## config.mk

```make
export PLATFORM = sky130hd
export DESIGN_NAME = wb_write_stage
export DESIGN_NICKNAME = d
export VERILOG_FILES = /design/src/rtl/wb_pkg.sv /design/src/rtl/wb_fifo.sv /design/src/rtl/wb_write_stage.sv
export SDC_FILE = /design/constraint.sdc
export NUM_CORES = 1
export LEC_CHECK = 0
export BUFFER_PORTS_ARGS = -buffer_cell sky130_fd_sc_hd__buf_4
export CAP_MARGIN = 5
export CELL_PAD_IN_SITES_DETAIL_PLACEMENT = 1
export CELL_PAD_IN_SITES_GLOBAL_PLACEMENT = 1
export CORE_ASPECT_RATIO = 1.4
export CORE_UTILIZATION = 39
export DETAILED_ROUTE_END_ITERATION = 8
export PLACE_DENSITY = 0.8
export SETUP_SLACK_MARGIN = 0.3
export SYNTH_ARGS = -nofsm -noshare
export SYNTH_HDL_FRONTEND = slang
export SYNTH_SLANG_ARGS = --single-unit
```

## constraint.sdc

```tcl
create_clock -name clk -period 2.4 [get_ports clk]
set_clock_uncertainty 0.2 [all_clocks]
set_input_delay 0.48 -clock clk [delete_from_list [all_inputs] [get_ports clk]]
set_output_delay 0.48 -clock clk [all_outputs]
set_load 0.01 [all_outputs]
```

## src/rtl/wb_pkg.sv

```systemverilog
// Shared definitions for the write-back stage: default widths, arbiter grant
// encoding and the buffered write entry.
package wb_pkg;

  localparam int unsigned WB_DW   = 16;
  localparam int unsigned WB_AW   = 3;
  localparam int unsigned WB_NREG = 1 << WB_AW;

  localparam logic SRC_ALU = 1'b0;
  localparam logic SRC_MEM = 1'b1;

  typedef struct packed {
    logic [WB_AW-1:0] addr;
    logic [WB_DW-1:0] data;
  } wb_entry_t;

endpackage

```

## src/rtl/wb_fifo.sv

```systemverilog
// Small synchronous FIFO with occupancy count and flush; Depth must be a
// power of two so the pointers wrap naturally.
module wb_fifo #(
  parameter int unsigned Width = 19,
  parameter int unsigned Depth = 2,
  localparam int unsigned PtrW = $clog2(Depth),
  localparam int unsigned CntW = $clog2(Depth) + 1
) (
  input  logic            clk_i,
  input  logic            rst_ni,
  input  logic            push_i,
  input  logic [Width-1:0] wdata_i,
  input  logic            pop_i,
  input  logic            flush_i,
  output logic [Width-1:0] rdata_o,
  output logic [CntW-1:0] count_o,
  output logic            empty_o,
  output logic            full_o
);

  logic [Width-1:0] mem_q [Depth];
  logic [PtrW-1:0]  wr_ptr_q, wr_ptr_d;
  logic [PtrW-1:0]  rd_ptr_q, rd_ptr_d;
  logic [CntW-1:0]  count_q, count_d;
  logic             push_ok, pop_ok;

  assign empty_o = (count_q == '0);
  assign full_o  = (count_q == CntW'(Depth));
  assign count_o = count_q;
  assign rdata_o = mem_q[rd_ptr_q];

  // Never overflow or underflow, whatever the caller requests.
  assign push_ok = push_i && !full_o && !flush_i;
  assign pop_ok  = pop_i && !empty_o && !flush_i;

  always_comb begin
    wr_ptr_d = wr_ptr_q;
    rd_ptr_d = rd_ptr_q;
    count_d  = count_q;
    if (flush_i) begin
      wr_ptr_d = '0;
      rd_ptr_d = '0;
      count_d  = '0;
    end else begin
      if (push_ok) wr_ptr_d = wr_ptr_q + PtrW'(1);
      if (pop_ok)  rd_ptr_d = rd_ptr_q + PtrW'(1);
      case ({push_ok, pop_ok})
        2'b10:   count_d = count_q + CntW'(1);
        2'b01:   count_d = count_q - CntW'(1);
        default: count_d = count_q;
      endcase
    end
  end

  always_ff @(posedge clk_i or negedge rst_ni) begin
    if (!rst_ni) begin
      wr_ptr_q <= '0;
      rd_ptr_q <= '0;
      count_q  <= '0;
    end else begin
      wr_ptr_q <= wr_ptr_d;
      rd_ptr_q <= rd_ptr_d;
      count_q  <= count_d;
    end
  end

  always_ff @(posedge clk_i) begin
    if (push_ok) mem_q[wr_ptr_q] <= wdata_i;
  end

endmodule

```

## src/rtl/wb_write_stage.sv

```systemverilog
// Write-back stage: round-robin arbitration of ALU and load results into a
// small FIFO, drained one entry per cycle as a one-hot register write.
module wb_write_stage
  import wb_pkg::*;
#(
  parameter int unsigned DW    = WB_DW,
  parameter int unsigned AW    = WB_AW,
  parameter int unsigned NREG  = WB_NREG,
  parameter int unsigned DEPTH = 2,
  localparam int unsigned CW   = $clog2(DEPTH) + 1
) (
  input  logic            clk,
  input  logic            rst_b,
  input  logic            alu_valid,
  output logic            alu_ready,
  input  logic [AW-1:0]   alu_addr,
  input  logic [DW-1:0]   alu_data,
  input  logic            mem_valid,
  output logic            mem_ready,
  input  logic [AW-1:0]   mem_addr,
  input  logic [DW-1:0]   mem_data,
  input  logic            wb_hold,
  input  logic            wb_flush,
  output logic [NREG-1:0] reg_en,
  output logic [DW-1:0]   reg_wdata,
  output logic [CW-1:0]   wb_count,
  output logic            wb_empty
);

  logic [AW+DW-1:0] push_entry, head_entry;
  logic             full, empty, push, pop;
  logic             grant_alu, grant_mem;
  logic             last_grant_q, last_grant_d;

  // Grants depend only on registered occupancy, never on this cycle's pop.
  always_comb begin
    grant_alu = 1'b0;
    grant_mem = 1'b0;
    if (rst_b && !full && !wb_flush) begin
      if (alu_valid && mem_valid) begin
        grant_alu = (last_grant_q == SRC_MEM);
        grant_mem = !grant_alu;
      end else begin
        grant_alu = alu_valid;
        grant_mem = mem_valid;
      end
    end
  end

  assign alu_ready  = grant_alu;
  assign mem_ready  = grant_mem;
  assign push       = grant_alu | grant_mem;
  assign push_entry = grant_mem ? {mem_addr, mem_data} : {alu_addr, alu_data};

  always_comb begin
    last_grant_d = last_grant_q;
    if (push) last_grant_d = grant_mem ? SRC_MEM : SRC_ALU;
  end

  always_ff @(posedge clk or negedge rst_b) begin
    if (!rst_b) last_grant_q <= SRC_MEM;
    else        last_grant_q <= last_grant_d;
  end

  wb_fifo #(
    .Width(AW + DW),
    .Depth(DEPTH)
  ) u_fifo (
    .clk_i  (clk),
    .rst_ni (rst_b),
    .push_i (push),
    .wdata_i(push_entry),
    .pop_i  (pop),
    .flush_i(wb_flush),
    .rdata_o(head_entry),
    .count_o(wb_count),
    .empty_o(empty),
    .full_o (full)
  );

  assign wb_empty = empty;
  assign pop      = !empty && !wb_hold && !wb_flush;

  always_comb begin
    reg_en    = '0;
    reg_wdata = '0;
    if (pop) begin
      reg_en    = NREG'(1) << head_entry[AW+DW-1:DW];
      reg_wdata = head_entry[DW-1:0];
    end
  end

  // A stalled source must present the same result until it is accepted.
  alu_stable_a: assert property (@(posedge clk) disable iff (!rst_b)
    alu_valid && !alu_ready |=> !alu_valid || ($stable(alu_addr) && $stable(alu_data)));
  mem_stable_a: assert property (@(posedge clk) disable iff (!rst_b)
    mem_valid && !mem_ready |=> !mem_valid || ($stable(mem_addr) && $stable(mem_data)));

endmodule

```

# [Word-level counts from Yosys, hierarchy flattened]
# Memory sizes are Yosys's and may differ from the RTL's.
# Index checks and enable logic that the tools add are counted.
[totals] elab_cells=48 out_inout_bits=29 reg_bits=5 input_bits=44 ramBits=38 mem_count=1
[mem_list] name="u_fifo.mem_q" depth=2 width=19 read_ports=1 rd_clocked_by_memory_dff=0 write_ports=1 line_no="wb_fifo.sv:21" rtl="logic [Width-1:0] mem_q [Depth];"
[op_classes] eq_ne=3 n_reduce_logical=18 add_sub_neg=4 bitwise=1 shifts=1 mux=16
[ops] cell="2-to-1 mux 19 bit" n=1
[ops] cell="2-to-1 mux 16 bit" n=1
[ops] cell="2-to-1 mux 1 bit" n=11
[ops] cell="logical AND 1 bit" n=9
[ops] cell="2-to-1 mux 8 bit" n=1
[ops] cell="left shift 1 x 3 -> 8 bit (first input constant)" n=1
[ops] cell="zero test 1 bit" n=5
[ops] cell="== test 2 bit (second input constant)" n=2
[ops] cell="case mux 2 bit (2 select lines)" n=1
[ops] cell="nonzero test 2 bit" n=2
[ops] cell="nonzero test 3 bit" n=1
[ops] cell="adder 1 bit (second input constant)" n=2
[ops] cell="adder 2 x 1 -> 2 bit (second input constant)" n=1
[ops] cell="== test 2 x 1 -> 1 bit (second input constant)" n=1
[ops] cell="zero test 2 bit" n=1
[ops] cell="2-to-1 mux 2 bit" n=1
[ops] cell="subtractor 2 x 1 -> 2 bit (second input constant)" n=1
[ops] cell="bitwise OR 1 bit" n=1

# [Depth between registers and ports, before layout]
[depth] depth_word=11 mapped_depth=5 depth_no_buf=3

# [By module]
# Synthesis repeated with hierarchy kept, for this count alone.
[unflattened] cells_unflattened=147 area_unflattened_um2=2167.1
[by_module_without_submodules] module="wb_fifo" area_per_inst_um2=1585.3 n_inst=1 seq_area_each_um2=1241.2 cells_per_inst=84
[by_module_without_submodules] module="wb_write_stage" area_per_inst_um2=581.8 n_inst=1 seq_area_each_um2=26.3 cells_per_inst=63

# [Worst setup path before layout]
# OpenSTA, ideal clock, no wires.
[synth_path] path_kind="input-to-reg" startpoint="in wb_flush" endpoint="mem u_fifo.mem_q[1][0], enable pin" required_ps=1805 setup_ps=395 slack_ps=53 path_stages=3 arrival_ps=1753 n_path_buf=0 cell_sequence="and2b_1 -> o211ai_1 -> nor2_1"
[synth_via] elab_chain_len=8 elab_cells_between_ends=9 cone_classes="4 x mux; 1 x bitwise; 4 x reduce/logical"
[synth_rtl] element="start: declaration" line_no="wb_write_stage.sv:23" rtl="input logic wb_flush,"
[synth_rtl] element="zero test 1 bit *" line_no="wb_fifo.sv:33, wb_write_stage.sv:39"
[synth_rtl] element="logical AND 1 bit" line_no="wb_write_stage.sv:39" rtl="if (rst_b && !full && !wb_flush) begin"
[synth_rtl] element="2-to-1 mux 1 bit" line_no="wb_write_stage.sv:39"
[synth_rtl] element="bitwise OR 1 bit" line_no="wb_write_stage.sv:52" rtl="assign push = grant_alu | grant_mem;"
[synth_rtl] element="logical AND 1 bit" line_no="wb_fifo.sv:33" rtl="assign push_ok = push_i && !full_o && !flush_i;"
[synth_rtl] element="logical AND 1 bit *" line_no="wb_fifo.sv:33"
[synth_rtl] element="2-to-1 mux 1 bit *" line_no="wb_fifo.sv:68" rtl="if (push_ok) mem_q[wr_ptr_q] <= wdata_i;"
[synth_rtl] element="2-to-1 mux 1 bit (not written as such) *" line_no="wb_fifo.sv:68"
[synth_rtl] element="end: declaration" line_no="wb_fifo.sv:21"
# Mark *: on every way between the ends. The rest lies on a longest branch, timed or not.

# [Final worst setup path]
[layout_path] startpoint="reg u_fifo.rd_ptr_q" endpoint="out reg_en[7]"
[layout_via] elab_chain_len=3
[layout_rtl] element="start: declaration" line_no="wb_fifo.sv:23" rtl="logic [PtrW-1:0] rd_ptr_q, rd_ptr_d;"
[layout_rtl] element="start signal: assignment" line_no="wb_fifo.sv:62" rtl="rd_ptr_q <= rd_ptr_d;"
[layout_rtl] element="memory (2 x 19 bit)"
[layout_rtl] element="left shift 1 x 3 -> 8 bit" line_no="wb_write_stage.sv:88" rtl="reg_en = NREG'(1) << head_entry[AW+DW-1:DW];"
[layout_rtl] element="2-to-1 mux 8 bit" line_no="wb_write_stage.sv:87" rtl="if (pop) begin"
[layout_rtl] element="end: declaration" line_no="wb_write_stage.sv:24" rtl="output logic [NREG-1:0] reg_en,"
# No other way between the ends.

==> results.toml <==
[sta]
setup_violations = 0
min_period_ps = 2290
rsz0062_at_grt = "yes"
final.setup.worst_slack_ps = 113
fin_crit_sh = 0.953
slew_violations = 0
tns_ps = 0
tightest_slew_ps = 396
fmax_mhz = 437
final_hold_viol_count = 0
relSlewSlack = 0.735

[pwr]
switchingPower_w = 0.000383
ir_drop_uv = 389
leakagePower_nw = 1.27
sequentialPowerShare = 0.513
internal_power_w = 0.00132
sw_frac_of_total = 0.224
clockPowerShare = 0.318
combPwrFrac = 0.169
powerDensity_nw_per_um2 = 570

[floorplan]
coreArea_sq_um = 5240
die_area_sq_um = 5840
io_pins = 73
start_util = 0.412
die_h_um = 90.0
num_rows = 31
dieWidth_um = 64.9

[place]
globalplace.congestion = 0.700
dp_slack_ps = 50.8
port_buffers = 72
dp.cells = 293
dp_hpwl_um = 3800

[yosys]
synth_area_leaders = "edfxtp_1 (53%), mux2_4 (13%), mux2i_1 (8.4%)"
synth_cell_types = 36
ys_warn_count = 0
yosysMostFrequentCell = "edfxtp_1"
synth_fp_nets = 198
ys_seq_area_frac = 0.588
synth-seq-cells = 43
yosys_most_used_dff = "edfxtp_1"
avgSynthCellArea_sq_um = 14.0
synth_top_area_frac = 0.529
synth_common_cells = "edfxtp_1 (38), nor2_1 (32), mux2_4 (19), mux2i_1 (18)"
synthArstFlopShare = 0.116
synth_edf_count = 38
synth_top_area_cell = "edfxtp_1"
synthCells = 154
syn-cell-area_sq_um = 2160

[layout]
nets = 284
area_delta_synth_final_pct = 38.9
n_fill_cell = 563
final_layout_size_suffix_gt1_frac = 0.523
diodes = 0
layout.cells.non_filler = 307

[clock_tree]
root_buffer = "clkbuf_8"
clock-sinks = 43
clkLatencyLatePin_ps = 290
cts_tree = "done"
cts-htree-levels = 2
path_clk_slew_ps = 80
numCtsBuffers = 5
clock_path_buffers = 2

[grt]
track_usage = 0.188
grt_pass1_vias = 1722
grt_max_degree = 26
antenna_found_initial = 0
overflow = 0
grt_pass1_wl_um = 8160

[setup_path]
cp_cell_sequence = "mux2i_2 > buf_4 > or3_4 > nor2_1 > buf_4"
cp-end-kind = "output pin"
crit_path_frequent_cell = "buf_4"
critPathKind = "reg -> out"
cp.arrival_ps = 1610
start_kind = "flip-flop"
cp.required_ps = 1720
max_stage_delay_ps = 410
reg2reg_depth = 5
cp_max_fo = 4
crit_slowest_cell = "dfrtp_1"

[min_path]
min_path_type = "in -> reg"
whs_path_depth = 2

[status]
status = "finished clean"

[detailed_routing]
via_count = 1551
drt_wl_total_um = 5170
drt_iter0_markers = 34
wl_per_cell_um = 16.9
drc = 0
routed_via_density = 5.05
first_pass_iters = 4
drtAntennaViolNets = 0

[run]
cap_violations = 0
==> critical path, delay by kind of cell (launching register included) <==
kind / cells / cell delay (ps)
buf+inv: 2 / 260
mux: 1 / 160
simple gates: 2 / 480
flops: 1 / 410
==> placed cells by master (no fill, tap or decap), types with 2 or more instances in the layout <==
master,n
edfxtp_1,38
dfrtp_1,3
or2_4,2
mux2_4,19
a21oi_1,3
buf_6,4
mux2i_1,17
buf_4,80
nor2_1,26
nand2_1,4
inv_1,4
nor2_2,5
clkbuf_8,5
==> final cells by class <==
cell class,count,area (sq um),share of cell area
timing repair buffer,85,656,0.219
sequential,43,1270,0.424
inverter,4,15.0,0.00501
clock buffer,5,68.8,0.0230
clock inverter,3,38.8,0.0129
tap,66,82.6,0.0276
multi-input combinational,101,866,0.289
==> power by group through the flow <==
stage          Clock, W  Sequential, W  Combinational [W]
3_3_place_gp          0       0.000890           0.000260
3_5_place_dp          0       0.000893           0.000272
5_1_grt        0.000575       0.000881           0.000311
4_1_cts        0.000550       0.000876           0.000289
2_1_floorplan         0       0.000890           0.000156
6_report       0.000543       0.000877           0.000289
==> cell families (layout without fill, tap and decap cells) <==
family | after synthesis | count (layout) | synth area share
buffers and inverters | 11 | 97 | 0.0342
muxes | 37 | 37 | 0.216
and+or+nand+nor | 49 | 50 | 0.113
xor gates and xnor gates | 2 | 2 | 0.00812
DFF | 43 | 43 | 0.588
AOI/OAI and AO/OA | 12 | 12 | 0.0418
==> per-layer routing <==
| metal | wire length (um) | GRT usage | part of all wire |
|---|---|---|---|
| met5 | 0 | 0 | 0 |
| met4 | 131 | 0.0759 | 0.025 |
| met3 | 144 | 0.0266 | 0.028 |
| met2 | 3120 | 0.378 | 0.60 |
| met1 | 1780 | 0.179 | 0.34 |
==> final timing paths <==
check	slack (ps)	to	from
max	110	reg_en[7]	u_fifo.rd_ptr_q
min	230	u_fifo.count_o[0]	wb_flush
max reg2reg	450	u_fifo.mem_q[0][6]	last_grant_q
min reg2reg	340	u_fifo.wr_ptr_q	u_fifo.wr_ptr_q
max in group asynchronous	1330	last_grant_q	rst_b
min in group asynchronous	400	u_fifo.count_o[1]	rst_b
==> timing repair <==
item | 4_1_cts | 5_1_grt
endpoints found under the hold margin | 5 | 0
gates cloned | 1 | 0
pin swaps | 3 | 3
hold buffers | 1 | 0
setup buffers | 3 | 1
setup endpoints to repair | 25 | 26
resized for setup | 13 | 4
==> registers in the layout, indices dropped and copies added (netlist names) <==
register,flops
u_fifo.mem_q,38
u_fifo.wr_ptr_q,1
u_fifo.rd_ptr_q,1
last_grant_q,1
u_fifo.count_o,2
==> through the flow <==
| step | cell area [sq um] | hold WS [ps] | power (W) | utilization |
|---|---|---|---|---|
| after floorplan | 2160 | -15.6 | 0.00105 | - |
| after global placement | 2790 | 94.7 | 0.00115 | 0.532 |
| after detailed placement | 2790 | 96.4 | 0.00116 | 0.532 |
| after CTS | 2980 | 220 | 0.00172 | 0.568 |
| after global routing | 3000 | 240 | 0.00177 | 0.572 |
| final | 3000 | 231 | 0.00171 | 0.572 |
No activity file was read; power rests on OpenSTA's default activity.
